File: src/rtl/aximm_patgen_seq_if.sv
// Sequencer-to-generator link: burst launch controls toward the pattern generator,
// checker-FIFO backpressure coming back.
interface aximm_patgen_seq_if #(
  parameter int SW = 40
);
  logic          gen_ena;
  logic [SW-1:0] gen_seed;
  logic [7:0]    gen_patcnt;
  logic          gen_wr_en;
  logic          gen_fifo_full;

  modport master (
    output gen_ena, gen_seed, gen_patcnt, gen_wr_en,
    input  gen_fifo_full
  );

  modport slave (
    input  gen_ena, gen_seed, gen_patcnt, gen_wr_en,
    output gen_fifo_full
  );
endinterface

File: src/rtl/aximm_patgen_seq.sv
// Run sequencer for the AXI-MM incrementing pattern generator: launches seeded bursts,
// paces them around checker-FIFO backpressure, inserts idle gaps and keeps run statistics.
module aximm_patgen_seq #(
  parameter  int LEADER_MODE = 1,
  localparam int SW          = LEADER_MODE * 40
) (
  input  logic                 clk,
  input  logic                 rst_n,
  input  logic                 start,
  input  logic                 abort,
  input  logic [SW-1:0]        cfg_seed,
  input  logic [7:0]           cfg_burst_len,
  input  logic [7:0]           cfg_num_bursts,
  input  logic [3:0]           cfg_gap,
  aximm_patgen_seq_if.master   gen,
  output logic                 busy,
  output logic                 done,
  output logic                 aborted,
  output logic [7:0]           burst_idx,
  output logic [15:0]          word_cnt,
  output logic [15:0]          stall_cnt
);

  typedef enum logic [2:0] {IDLE, LOAD, BURST, GAP, DONE} state_t;

  state_t     state;
  logic [7:0] num_bursts;
  logic [3:0] gap;
  logic [3:0] gap_cnt;
  logic [7:0] beat;
  logic       empty_hold;
  logic       last_word;

  // gen_patcnt doubles as the shadow copy of the burst length for the whole run.
  assign last_word = ~gen.gen_fifo_full & (beat == gen.gen_patcnt);

  always_ff @(posedge clk or negedge rst_n) begin
    if (!rst_n) begin
      state          <= IDLE;
      num_bursts     <= '0;
      gap            <= '0;
      gap_cnt        <= '0;
      beat           <= '0;
      empty_hold     <= 1'b0;
      gen.gen_ena    <= 1'b0;
      gen.gen_seed   <= '0;
      gen.gen_patcnt <= '0;
      gen.gen_wr_en  <= 1'b0;
      busy           <= 1'b0;
      done           <= 1'b0;
      aborted        <= 1'b0;
      burst_idx      <= '0;
      word_cnt       <= '0;
      stall_cnt      <= '0;
    end else begin
      case (state)
        IDLE: begin
          if (start && !abort) begin
            word_cnt  <= '0;
            stall_cnt <= '0;
            burst_idx <= '0;
            aborted   <= 1'b0;
            busy      <= 1'b1;
            if (cfg_num_bursts != 8'd0) begin
              gen.gen_seed   <= cfg_seed;
              gen.gen_patcnt <= cfg_burst_len;
              num_bursts     <= cfg_num_bursts;
              gap            <= cfg_gap;
              gen.gen_ena    <= 1'b1;
              state          <= LOAD;
            end else begin
              // An empty run lingers one extra cycle in DONE so done lands two cycles after start.
              empty_hold <= 1'b1;
              state      <= DONE;
            end
          end
        end

        LOAD: begin
          gen.gen_ena <= 1'b0;
          beat        <= '0;
          if (abort) begin
            aborted <= 1'b1;
            done    <= 1'b1;
            state   <= DONE;
          end else begin
            gen.gen_wr_en <= 1'b1;
            state         <= BURST;
          end
        end

        BURST: begin
          if (gen.gen_fifo_full) begin
            if (stall_cnt != 16'hFFFF) stall_cnt <= stall_cnt + 16'd1;
          end else begin
            beat     <= beat + 8'd1;
            word_cnt <= word_cnt + 16'd1;
          end
          // Abort freezes seed and burst index even when it coincides with the last word.
          if (abort) begin
            aborted       <= 1'b1;
            done          <= 1'b1;
            gen.gen_wr_en <= 1'b0;
            state         <= DONE;
          end else if (last_word) begin
            gen.gen_wr_en <= 1'b0;
            gen.gen_seed  <= gen.gen_seed + SW'(gen.gen_patcnt) + SW'(1);
            if (burst_idx == num_bursts - 8'd1) begin
              done  <= 1'b1;
              state <= DONE;
            end else begin
              burst_idx <= burst_idx + 8'd1;
              if (gap == 4'd0) begin
                gen.gen_ena <= 1'b1;
                state       <= LOAD;
              end else begin
                gap_cnt <= gap - 4'd1;
                state   <= GAP;
              end
            end
          end
        end

        GAP: begin
          if (abort) begin
            aborted <= 1'b1;
            done    <= 1'b1;
            state   <= DONE;
          end else if (gap_cnt == 4'd0) begin
            gen.gen_ena <= 1'b1;
            state       <= LOAD;
          end else begin
            gap_cnt <= gap_cnt - 4'd1;
          end
        end

        DONE: begin
          if (abort) aborted <= 1'b1;
          if (empty_hold) begin
            empty_hold <= 1'b0;
            done       <= 1'b1;
          end else begin
            done  <= 1'b0;
            busy  <= 1'b0;
            state <= IDLE;
          end
        end

        default: state <= IDLE;
      endcase
    end
  end

endmodule

File: src/flat_wrapper.sv
// flat-port wrapper written by rule: the top's interface ports become plain ports
module aximm_patgen_seq_flat 
#(
  parameter  int LEADER_MODE = 1,
  localparam int SW          = LEADER_MODE * 40
)
  (clk, rst_n, start, abort, cfg_seed, cfg_burst_len, cfg_num_bursts, cfg_gap, busy, done, aborted, burst_idx, word_cnt, stall_cnt, gen_gen_ena, gen_gen_seed, gen_gen_patcnt, gen_gen_wr_en, gen_gen_fifo_full);
  aximm_patgen_seq_if gen_i ();
  input  logic clk;
  input  logic rst_n;
  input  logic start;
  input  logic abort;
  input  logic [SW-1:0] cfg_seed;
  input  logic [7:0] cfg_burst_len;
  input  logic [7:0] cfg_num_bursts;
  input  logic [3:0] cfg_gap;
  output logic busy;
  output logic done;
  output logic aborted;
  output logic [7:0] burst_idx;
  output logic [15:0] word_cnt;
  output logic [15:0] stall_cnt;
  output wire logic [$bits(gen_i.gen_ena)-1:0] gen_gen_ena;
  output wire logic [$bits(gen_i.gen_seed)-1:0] gen_gen_seed;
  output wire logic [$bits(gen_i.gen_patcnt)-1:0] gen_gen_patcnt;
  output wire logic [$bits(gen_i.gen_wr_en)-1:0] gen_gen_wr_en;
  input wire logic [$bits(gen_i.gen_fifo_full)-1:0] gen_gen_fifo_full;
  assign gen_gen_ena = gen_i.gen_ena;
  assign gen_gen_seed = gen_i.gen_seed;
  assign gen_gen_patcnt = gen_i.gen_patcnt;
  assign gen_gen_wr_en = gen_i.gen_wr_en;
  assign gen_i.gen_fifo_full = gen_gen_fifo_full;
  aximm_patgen_seq #(.LEADER_MODE(LEADER_MODE)) u_core (.clk(clk), .rst_n(rst_n), .start(start), .abort(abort), .cfg_seed(cfg_seed), .cfg_burst_len(cfg_burst_len), .cfg_num_bursts(cfg_num_bursts), .cfg_gap(cfg_gap), .gen(gen_i), .busy(busy), .done(done), .aborted(aborted), .burst_idx(burst_idx), .word_cnt(word_cnt), .stall_cnt(stall_cnt));
endmodule
File: config.mk
export PLATFORM = sky130hd
export DESIGN_NAME = aximm_patgen_seq_flat
export DESIGN_NICKNAME = d
export VERILOG_FILES = /design/src/rtl/aximm_patgen_seq_if.sv /design/src/rtl/aximm_patgen_seq.sv /design/src/flat_wrapper.sv
export SDC_FILE = /design/constraint.sdc
export NUM_CORES = 1
export LEC_CHECK = 0
export BUFFER_PORTS_ARGS = -buffer_cell sky130_fd_sc_hd__buf_2
export CORE_UTILIZATION = 55
export CTS_CLUSTER_SIZE = 10
export DETAILED_ROUTE_END_ITERATION = 6
export PLACE_DENSITY = 0.81
export SETUP_SLACK_MARGIN = 0.1
export SLEW_MARGIN = 10
export SYNTH_ARGS = -nofsm -noshare
export SYNTH_HDL_FRONTEND = slang
export SYNTH_SLANG_ARGS = --single-unit
File: constraint.sdc
create_clock -name clk -period 3.7 [get_ports clk]
set_input_delay 0.74 -clock clk [delete_from_list [all_inputs] [get_ports clk]]
set_output_delay 0.74 -clock clk [all_outputs]
set_load 0.1 [all_outputs]
==> results.md <==
- Status: finished clean
- Max Fclk: 349 MHz
- Clk root buf: clkbuf_16
- Tightest Pin Transition: 981 ps
- Crit-path max cell delay: 440 ps
- Final std cells w/o fill: 1154
- Synthesized netlist cell count: 820
- Critical-path cell with the highest stage delay: o211ai_1
- Initial drt markers: 664
- Synth top area share: 0.422
- Primary FF master, synth: dfrtp_1
- Initial antenna violation count: 0
- Die span in x: 116 um
- Power, Total: 9.12 mW
- Crit path launch type: flop
- RePlAce Congestion: 0.872
- HP Class: input pin to async pin
- Most instantiated cells after synthesis: dfrtp_1 (121), nand2_1 (116), nor2_1 (80), a21oi_1 (42), clkbuf_1 (35)
- Crit path max fanout: 12
- PD cells: 1040 nW/um^2
- Total track usage: 0.300
- Largest net degree at the start of global routing: 65
- RSZ-0062 raised after global routing: false
- R2r setup slk: 830 ps
- Max VDD drop: 867 uV
- CP most frequent cell: inv_1
- IO Count: 158
- Drt total wl: 19.1 mm
- Clock Tree Buf Depth: 2
- CTS HTree Levels: 4
- Dominant cell type by area after synthesis: dfrtp_1
- Drc violations: 0
- # fillers: 1014
- Arr. time, crit path: 3170 ps
- Max Cap Viol: 0
- Grt ovf: 0
- FF+latch count, synth: 121
- Vias/cell: 6.04
- Starting Density: 0.567
- Port Buffers: 157
- Chip height: 116 um
- Area contributors post-synth: dfrtp_1 (42%), nand2_1 (6.1%), nor2_1 (4.2%)
- Core Box Area: 12700 um^2
- Most frequent cell after synthesis: dfrtp_1
- Post_cts resized: 0
- Leak pwr: 4.11 nW
- Hold_buf cts: 0
- Share of layout cells above drive strength 1: 0.222
- First-pass GRT wire length: 31.6 mm
- Mapped cell area: 7180 um^2
- CTS tree: done
- Util after Layout: 0.689
- Vias in the first global route: 6436
- Total negative slack: 0 ps
- Slew Limit Fails: 0
- Library cells used by synthesis: 70
- DR pass1 iterations: 5
- Clk_skew: 7.55 ps
- Via Count: 6966
- Ant. Diodes: 0
- Register area share after synthesis: 0.422
- Total die area: 13500 um^2
- TritonCTS Buffers: 17
- Rel. slew slack: 0.343
- Critical path endpoint category: flop
- Crit-path cells: inv_1 -> ha_1 -> inv_1 -> fa_1 -> a21o_1 -> a21oi_1 -> o211ai_1 -> buf_4 -> and2_1 -> o21a_1 -> o22a_1
- Async set-or-reset flop fraction in the synthesized netlist: 1.00
- Count of final setup violators: 0
- WS Path Type: flop to flop
- Fin crit share: 0.775
- CP required: 4010 ps
- Reg2reg end: u_core.gen.gen_seed[12]
- Later-pin clock latency in the skew report: 420 ps
- Clock transition at path regs: 50 ps
- Clk sinks: 121
- Final net count: 1051
- Worst r2r src: u_core.gen.gen_patcnt[0]
- Post-synth EDFFs: 0
- Area Growth Syn to Fin: 21.6%
- Mean Syn Cell Area: 8.76 um^2
- Post-DP HPWL: 13.4 mm
- Final hold vios: 0
- Placed cell count: 1124
- Mapped Nets: 900
- Reg2reg path depth: 11
- Postcts setup bufs: 0
- Synth Warn #: 0
- Min Tclk post-route: 2870 ps
- Site Rows: 41
- Routed length per instance: 16.5 um
- Final ANT Viol Nets: 0
## cell families (layout without fill, tap and decap cells)
logic type,count (synthesis),in the layout,synth area share
XOR/XNOR,53,53,0.0647
multiplexers,9,9,0.0129
buffers and inverters,66,228,0.0357
AO/OA/AOI/OAI,197,197,0.187
flip-flops,121,121,0.422
adder cells (fa/ha/maj),15,15,0.0272
AND/OR/NAND/NOR,359,359,0.251
## per-stage QoR
step                      setup WS, ps  instance area (um^2)  hold WS (ps)
after floorplan                    769                  7180           444
after global placement             874                  8160           486
after detailed placement           767                  8160           494
after CTS                          831                  8730           396
after global routing               590                  8730           429
final                              832                  8730           371
## report_power, final
| part | internal, mW | switching, mW |
|---|---|---|
| Combinational | 1.24 | 3.93 |
| Sequential | 1.75 | 0.567 |
| Clock | 1.06 | 0.567 |
| Total | 4.06 | 5.07 |
## worst max-delay path by stage
stage	to	depth (start not counted)	start
2_1_floorplan	u_core.gen.gen_seed[22]	11	u_core.gen.gen_patcnt[0]
3_3_place_gp	u_core.gen.gen_seed[12]	11	u_core.gen.gen_patcnt[0]
3_5_place_dp	u_core.gen.gen_seed[12]	8	cfg_num_bursts[1]
4_1_cts	u_core.gen.gen_seed[12]	11	u_core.gen.gen_patcnt[0]
5_1_grt	u_core.gen.gen_seed[28]	10	u_core.gen.gen_patcnt[0]
6_report	u_core.gen.gen_seed[12]	11	u_core.gen.gen_patcnt[0]
## per-layer routing
layer	global-route usage	vias to the layer above	part of all wire
met5	0	-	0
met4	0.134	0	0.028
met3	0.0545	51	0.071
met2	0.462	327	0.47
met1	0.413	3282	0.44
li1	-	3306	-
## cell type report
| class | instances | area (um^2) | share of cell area |
|---|---|---|---|
| multi-input combinational | 633 | 3910 | 0.447 |
| sequential | 121 | 3030 | 0.347 |
| timing repair buffer | 175 | 923 | 0.106 |
| clock buffer | 20 | 447 | 0.0511 |
| tap | 172 | 215 | 0.0246 |
| clock inverter | 10 | 128 | 0.0146 |
| inverter | 23 | 86.3 | 0.00989 |
## sequential cells by signal (all words and copies together) (netlist names), 3 cells and up
register	cells
u_core.burst_idx	8
u_core.num_bursts	8
u_core.gen.gen_patcnt	8
u_core.word_cnt	16
u_core.state	3
u_core.gap_cnt	4
u_core.gap	4
u_core.beat	8
u_core.stall_cnt	16
u_core.gen.gen_seed	40
## cells in the final DEF, fill, tap and decap left out, drive strengths merged, types with 5 or more instances in the layout
cell	synthesis	layout
mux2i	7	7
o21a	5	5
nand4	26	26
clkinv	0	6
nor3	16	16
or3	5	5
dfrtp	121	121
and2	6	6
nor2b	7	7
o21ai	29	29
nor2	80	80
ha	14	14
o211ai	11	11
xnor2	23	23
or4	10	10
inv	23	23
a21o	10	10
and4	8	8
o22ai	16	16
clkbuf	35	20
buf	8	175
a211oi	9	9
a21oi	42	42
a31oi	12	12
nand3b	6	6
a2bb2oi	14	14
nand3	29	29
o31ai	10	10
nor4	12	12
and3	15	15
nand2	116	116
nor3b	6	6
xor2	30	30
## worst max-delay path: cells and delay by family (launching register included)
kind	cells	cell delay [ps]
AO/OA/AOI/OAI	5	1170
buffers and inverters	3	470
flip-flops	1	390
AND/OR/NAND/NOR	1	170
adder cells (fa/ha/maj)	2	550
Power figures use the tool's default switching activity.
